==> config.mk <==
export PLATFORM = sky130hd
export DESIGN_NAME = info_ram_retire
export DESIGN_NICKNAME = d
export VERILOG_FILES = /design/src/rtl/info_ram_retire.sv
export SDC_FILE = /design/constraint.sdc
export NUM_CORES = 2
export LEC_CHECK = 0
export ABC_AREA = 1
export BUFFER_PORTS_ARGS = -buffer_cell sky130_fd_sc_hd__buf_2
export CAP_MARGIN = 5
export CORE_ASPECT_RATIO = 0.5
export CORE_MARGIN = 1
export CORE_UTILIZATION = 27
export CTS_CLUSTER_SIZE = 30
export DETAILED_ROUTE_END_ITERATION = 12
export PLACE_DENSITY = 0.46
export SLEW_MARGIN = 20
export SYNTH_ARGS = -nofsm -noshare
export SYNTH_HDL_FRONTEND = slang
export SYNTH_SLANG_ARGS = --single-unit
==> constraint.sdc <==
create_clock -name clk -period 16.1 [get_ports clk]
set_clock_uncertainty 0.2 [all_clocks]
set_input_delay 4.83 -clock clk [delete_from_list [all_inputs] [get_ports clk]]
set_output_delay 4.83 -clock clk [all_outputs]
set_load 0.1 [all_outputs]
==> src/rtl/info_ram_retire.sv <==
// Retire side of the pending-request info RAM: buffers tagged memory responses, releases
// the matching RAM slot and merges its info/address with the load data into a writeback packet.
module info_ram_retire #(
    parameter int TAG_W      = 5,
    parameter int INFO_W     = 16,
    parameter int ADDR_W     = 256,
    parameter int DATA_W     = 256,
    parameter int FIFO_DEPTH = 4
) (
    input  logic                            clk,
    input  logic                            reset,
    input  logic                            stall_i,
    input  logic                            resp_valid_i,
    input  logic [TAG_W-1:0]                resp_tag_i,
    input  logic [DATA_W-1:0]               resp_data_i,
    output logic                            resp_ready_o,
    input  logic                            ram_write_i,
    output logic                            ram_out_o,
    output logic [TAG_W-1:0]                ram_out_addr_o,
    input  logic [INFO_W-1:0]               ram_info_i,
    input  logic [ADDR_W-1:0]               ram_addr_i,
    output logic                            wb_valid_o,
    input  logic                            wb_ready_i,
    output logic [INFO_W-1:0]               wb_info_o,
    output logic [ADDR_W-1:0]               wb_addr_o,
    output logic [DATA_W-1:0]               wb_data_o,
    output logic [$clog2(FIFO_DEPTH):0]     fifo_count_o
);
    localparam int PTR_W = $clog2(FIFO_DEPTH);
    localparam int CNT_W = PTR_W + 1;

    typedef enum logic {IDLE, WB} state_t;

    state_t state_reg, state_next;

    logic [TAG_W-1:0]  tag_mem  [FIFO_DEPTH];
    logic [DATA_W-1:0] data_mem [FIFO_DEPTH];
    logic [PTR_W-1:0]  wr_ptr_reg, rd_ptr_reg;
    logic [CNT_W-1:0]  count_reg;

    logic [INFO_W-1:0] wb_info_reg;
    logic [ADDR_W-1:0] wb_addr_reg;
    logic [DATA_W-1:0] wb_data_reg;

    logic push, fire, fifo_empty;

    assign fifo_empty   = (count_reg == '0);
    assign resp_ready_o = (count_reg != CNT_W'(FIFO_DEPTH));
    assign push         = resp_valid_i && resp_ready_o;
    // RAM write has priority over release; in WB a new retire needs the current packet taken.
    assign fire = !fifo_empty && !stall_i && !ram_write_i &&
                  ((state_reg == IDLE) || wb_ready_i);

    // FIFO storage has no reset so it can map onto distributed RAM.
    always_ff @(posedge clk) begin
        if (push) begin
            tag_mem[wr_ptr_reg]  <= resp_tag_i;
            data_mem[wr_ptr_reg] <= resp_data_i;
        end
    end

    always_ff @(posedge clk) begin
        if (reset) begin
            wr_ptr_reg <= '0;
            rd_ptr_reg <= '0;
            count_reg  <= '0;
        end else begin
            if (push) wr_ptr_reg <= wr_ptr_reg + PTR_W'(1);
            if (fire) rd_ptr_reg <= rd_ptr_reg + PTR_W'(1);
            case ({push, fire})
                2'b10:   count_reg <= count_reg + CNT_W'(1);
                2'b01:   count_reg <= count_reg - CNT_W'(1);
                default: count_reg <= count_reg;
            endcase
        end
    end

    always_ff @(posedge clk) begin
        if (reset) begin
            wb_info_reg <= '0;
            wb_addr_reg <= '0;
            wb_data_reg <= '0;
        end else if (fire) begin
            wb_info_reg <= ram_info_i;
            wb_addr_reg <= ram_addr_i;
            wb_data_reg <= data_mem[rd_ptr_reg];
        end
    end

    always_ff @(posedge clk) begin
        if (reset) state_reg <= IDLE;
        else       state_reg <= state_next;
    end

    always_comb begin
        state_next = state_reg;
        case (state_reg)
            IDLE:    if (fire) state_next = WB;
            WB:      if (wb_ready_i && !fire) state_next = IDLE;
            default: state_next = IDLE;
        endcase
    end

    always_comb begin
        ram_out_o      = fire;
        ram_out_addr_o = fifo_empty ? '0 : tag_mem[rd_ptr_reg];
        wb_valid_o     = (state_reg == WB);
    end

    assign wb_info_o    = wb_info_reg;
    assign wb_addr_o    = wb_addr_reg;
    assign wb_data_o    = wb_data_reg;
    assign fifo_count_o = count_reg;
endmodule

Word-level counts from Yosys, hierarchy flattened
Memories as Yosys holds them, arrays and structs flattened. A register that Yosys moved wholly into a read port is not among the register bits. Index checks and enable logic that the tools add are counted.

Register bits after elaboration: 280. RAM bits: 1044. Input bits: 539. Memories kept: 2.

Memories: data_mem (depth 4, width 256, read ports 1, clocked after Yosys merged registers in 1, write ports 1, RTL line 37) `logic [DATA_W-1:0] data_mem [FIFO_DEPTH];`; tag_mem (depth 4, width 5, read ports 1, clocked after Yosys merged registers in 1, write ports 1, RTL line 36) `logic [TAG_W-1:0] tag_mem [FIFO_DEPTH];`.

Add/subtract/negate cells: 4. Eq/ne operators: 3. Mux-type cells: 9. Bitwise logic cells: 1. Reductions and logical operators: 12.

Operator list (number): $pmux 3 s2 (1); $logic_and 1x1->1 (5); $mux 5 (1); $add 2x1->2 const B (2); $logic_not 1->1 (4); $mux 1 (4); $mux 2 (2); $add 3x1->3 const B (1); $logic_not 3->1 (1); $ne 3x3->1 const B (1); $sub 3x1->3 const B (1); $eq 2x1->1 const B (1); $eq 2x2->1 const B (1); $pmux 1 s2 (1); $reduce_bool 2->1 (1); $logic_or 1x1->1 (1); $not 1->1 (1).

Logic depth before layout (Yosys ltp)
Word-level depth: 9. Mapped depth: 15. Mapped depth without buffers: 12.

Least setup slack after synthesis
OpenSTA, ideal clock, no wires.

Path type: input to register. From: input port resp_valid_i. To: memory data_mem[0][0] (enable). Data arrival time: 15894 ps. Data required time: 15011 ps. Path slack: -884 ps. Stages: 2. Path buffers: 0. Cell sequence: nand2_1 > nor2_1.

Cells in the longest elaborated chain, start to end: 3.

RTL lines: start, declared (RTL line 13) `input logic resp_valid_i,`; $logic_and 1x1->1 (RTL line 49) `assign push = resp_valid_i && resp_ready_o;`; $mux 1 (RTL line 56) `if (push) begin`; $mux 1 (not written as such) (RTL line 58) `data_mem[wr_ptr_reg] <= resp_data_i;`; end, declared (RTL line 37).

Every way passes these cells.

Final worst setup path
From: input port stall_i. To: output port ram_out_o.

Cells in the longest elaborated chain, start to end: 4.

RTL lines: start, declared (RTL line 12) `input logic stall_i,`; $logic_not 1->1 (RTL line 51) `assign fire = !fifo_empty && !stall_i && !ram_write_i &&`; $logic_and 1x1->1 (3 in a row) (RTL line 51); end, declared (RTL line 18) `output logic ram_out_o,`.

Every way passes these cells.

==> impl_metrics.sql <==
INSERT INTO impl_metrics (metric_group, metric, value, unit) VALUES
('run_status', 'status', 'complete, no violations', ''),
('layout', 'final_util', '0.328', ''),
('synth', 'post_synth_instance_area', '64200', 'um2'),
('setup_path', 'end_kind', 'output pin', ''),
('clock_tree', 'post_cts.resized_instances', '0', ''),
('layout', 'most_flop_heavy_register', 'data_mem', ''),
('clock_tree', 'clk_latency', '0.83', 'ns'),
('setup_path', 'r2r_setup_slack', '11.80', 'ns'),
('setup_path', 'worst-endpoint-required', '11.07', 'ns'),
('setup_path', 'r2r.worst_path.cells', '6', ''),
('power', 'switching_power_share_of_the_total', '0.338', ''),
('global_route', 'global_route_congestion_overflow_total', '0', ''),
('drt', 'wire_per_inst', '16.7', 'um'),
('drt', 'avgViaCountPerCell', '4.03', ''),
('die', 'io-pin-count', '1078', ''),
('worst_hold_path', 'endpoint_with_the_worst_hold_slack', 'wb_addr_o[45]', ''),
('global_route', 'grt_start_max_net_pins', '234', ''),
('power', 'internal-power', '0.00710', 'W'),
('worst_hold_path', 'hold_path.class', 'reg2reg', ''),
('worst_hold_path', 'hold_path_startpoint', 'wb_addr_o[45]', ''),
('die', 'initial_utilization', '0.272', ''),
('placement', 'detailed_place_hpwl', '119', 'mm'),
('timing', 'max_slew_violation_total_from_the_final_report', '0', ''),
('power', 'power_switching', '0.00363', 'W'),
('timing', 'final_period_minus_worst_setup_slack', '11.63', 'ns'),
('timing', 'setup_violations', '0', ''),
('global_route', 'antenna_violations_before_repair', '120', ''),
('synth', 'synth.top_cell.area_share', '0.488', ''),
('synth', 'avgSynthCellArea', '8.88', 'um2'),
('setup_path', 'critical_path_peak_fanout', '59', ''),
('power', 'power.static_leakage', '37.4', 'nW'),
('timing', 'grt_setup_unrepaired', 'no', ''),
('layout', 'layoutNonFillerInstCount', '11474', ''),
('die', 'die-area', '240000', 'um2'),
('power', 'clock_power_share', '0.341', ''),
('clock_tree', 'cts_tree', 'built', ''),
('synth', 'fraction_of_the_yosys_area_taken_by_sequential_cells', '0.656', ''),
('layout', 'post_route_cells_drive_above_1_share', '0.164', ''),
('setup_path', 'critical_path_arrival', '6.60', 'ns'),
('synth', 'number_of_synthesis_warnings', '0', ''),
('die', 'die_boundary_width', '692', 'um'),
('layout', 'area.growth.synth_to_final', '20.6', '%'),
('synth', 'yosys.cell_count.top_type', 'nand2_1', ''),
('synth', 'synthesis.instances', '7232', ''),
('synth', 'ys_seq_elements', '1582', ''),
('drt', 'drt_pre_antenna_iters', '5', ''),
('drt', 'remaining_antenna_violation_count_after_routing', '0', ''),
('die', 'rows', '126', ''),
('synth', 'async_reset_ff_frac', '0', ''),
('setup_path', 'reg2reg_from', 'fifo_count_o[1]', ''),
('global_route', 'grt_first_pass_wirelength', '280', 'mm'),
('synth', 'synth.area.top_cells', 'edfxtp_1 49%, dfxtp_1 17%, nand2_1 17%, nor2_1 6.4%, inv_1 6.2%', ''),
('setup_path', 'path_class', 'in2out', ''),
('die', 'core_area', '236000', 'um2'),
('setup_path', 'start_kind', 'primary input', ''),
('drt', 'via_count', '46257', ''),
('timing', 'slew_headroom', '0.241', ''),
('job', 'max_cap_viol_count', '0', ''),
('clock_tree', 'cts_hold_repair.buffers', '0', ''),
('synth', 'post_synth_num_cell_types', '21', ''),
('setup_path', 'worst_flop_to_flop_path_endpoint', 'data_mem[2][231]', ''),
('drt', 'first_iteration_detailed_routing_drc_count', '2425', ''),
('placement', 'placedCellCount', '11148', ''),
('synth', 'number_of_enable_type_register_cells_in_the_synthesized_netlist', '1044', ''),
('drt', 'remaining_drc_errors', '0', ''),
('clock_tree', 'cts_setup_buffers', '0', ''),
('placement', 'place_congestion', '0.796', ''),
('layout', 'largest_register_ffs', '1024', ''),
('die', 'floorplan.die.height', '347', 'um'),
('synth', 'synth_top_cells_by_count', '2862 x nand2_1, 1090 x nor2_1, 1058 x inv_1', ''),
('synth', 'primary_ff_master_synth', 'edfxtp_1', '');
==> per-layer routing <==
layer / global-route usage / up-vias / wire length (um)
met3: 0.0280 / 427 / 7220
met2: 0.293 / 858 / 102000
li1: - / 23798 / -
met4: 0.0623 / 2 / 8100
met5: 0 / - / 13
met1: 0.168 / 21172 / 74500
==> power by group through the flow <==
stage	clock (W)	combinational [W]	sequential, W
floorplan	0	0.000779	0.00594
global placement	0	0.00234	0.00483
detailed placement	0	0.00236	0.00484
CTS	0.00379	0.00236	0.00475
global route	0.00394	0.00251	0.00477
finish	0.00365	0.00233	0.00475
==> worst max-delay path, cell delays in order <==
cell and delay [ns]:
buf_2 0.10, nor2_1 0.24, nand3_4 0.60, inv_1 0.30, buf_2 0.47
==> through the flow <==
step | power, W | setup TNS, ns | setup slack [ns] | hold slack (ns) | cell area [um2]
after global placement | 0.00718 | 0 | 4.49 | 0.293 | 72300
final | 0.0107 | 0 | 4.47 | 0.306 | 77400
after global routing | 0.0112 | 0 | 4.33 | 0.327 | 77400
after detailed placement | 0.00719 | 0 | 4.45 | 0.294 | 72300
after CTS | 0.0109 | 0 | 4.45 | 0.307 | 77300
after floorplan | 0.00672 | -922.50 | -0.884 | 0.300 | 64200
==> final cells by class <==
type | instances | area, um2
timing repair buffer | 1129 | 5930
antenna | 38 | 95.1
clock buffer | 241 | 4570
tap | 3136 | 3920
fill | 24730 | 159000
clock inverter | 46 | 384
inverter | 1060 | 4000
multi-input combinational | 4242 | 16400
sequential | 1582 | 42100
==> cell families after synthesis <==
family | synth area share
DFF | 0.656
AOI/OAI and AO/OA | 0.00187
and+or+nand+nor | 0.252
buffers and inverters | 0.0891
adders and majority gates | 0.00129
==> cells in the final DEF, fill, tap and decap left out, types with 2 or more instances in the layout <==
cell and n:
ha_1 5, clkbuf_1 59, a21oi_1 10, inv_6 5, diode_2 38, buf_2 1077
nor2_1 1086, clkinv_2 20, inv_1 1057, buf_12 7, clkinv_1 11, edfxtp_1 1044
nor2_4 4, buf_16 3, dfxtp_4 2, dfxtp_1 536, nand2_1 2862, clkbuf_8 18
o21ai_0 14, inv_8 4, bufinv_16 5, clkbuf_16 164, nand3_1 256, clkinvlp_4 2
buf_4 42
==> how the worst max path moves through the flow <==
stage / from / endpoint / slack (ns) / depth (start not counted)
3_5_place_dp: stall_i / ram_out_o / 4.45 / 5
5_1_grt: stall_i / ram_out_o / 4.33 / 5
2_1_floorplan: resp_valid_i / data_mem[0][0] / -0.88 / 2
4_1_cts: stall_i / ram_out_o / 4.45 / 5
6_report: stall_i / ram_out_o / 4.47 / 5
3_3_place_gp: stall_i / ram_out_o / 4.49 / 5
(Power assumes the default switching activity.)
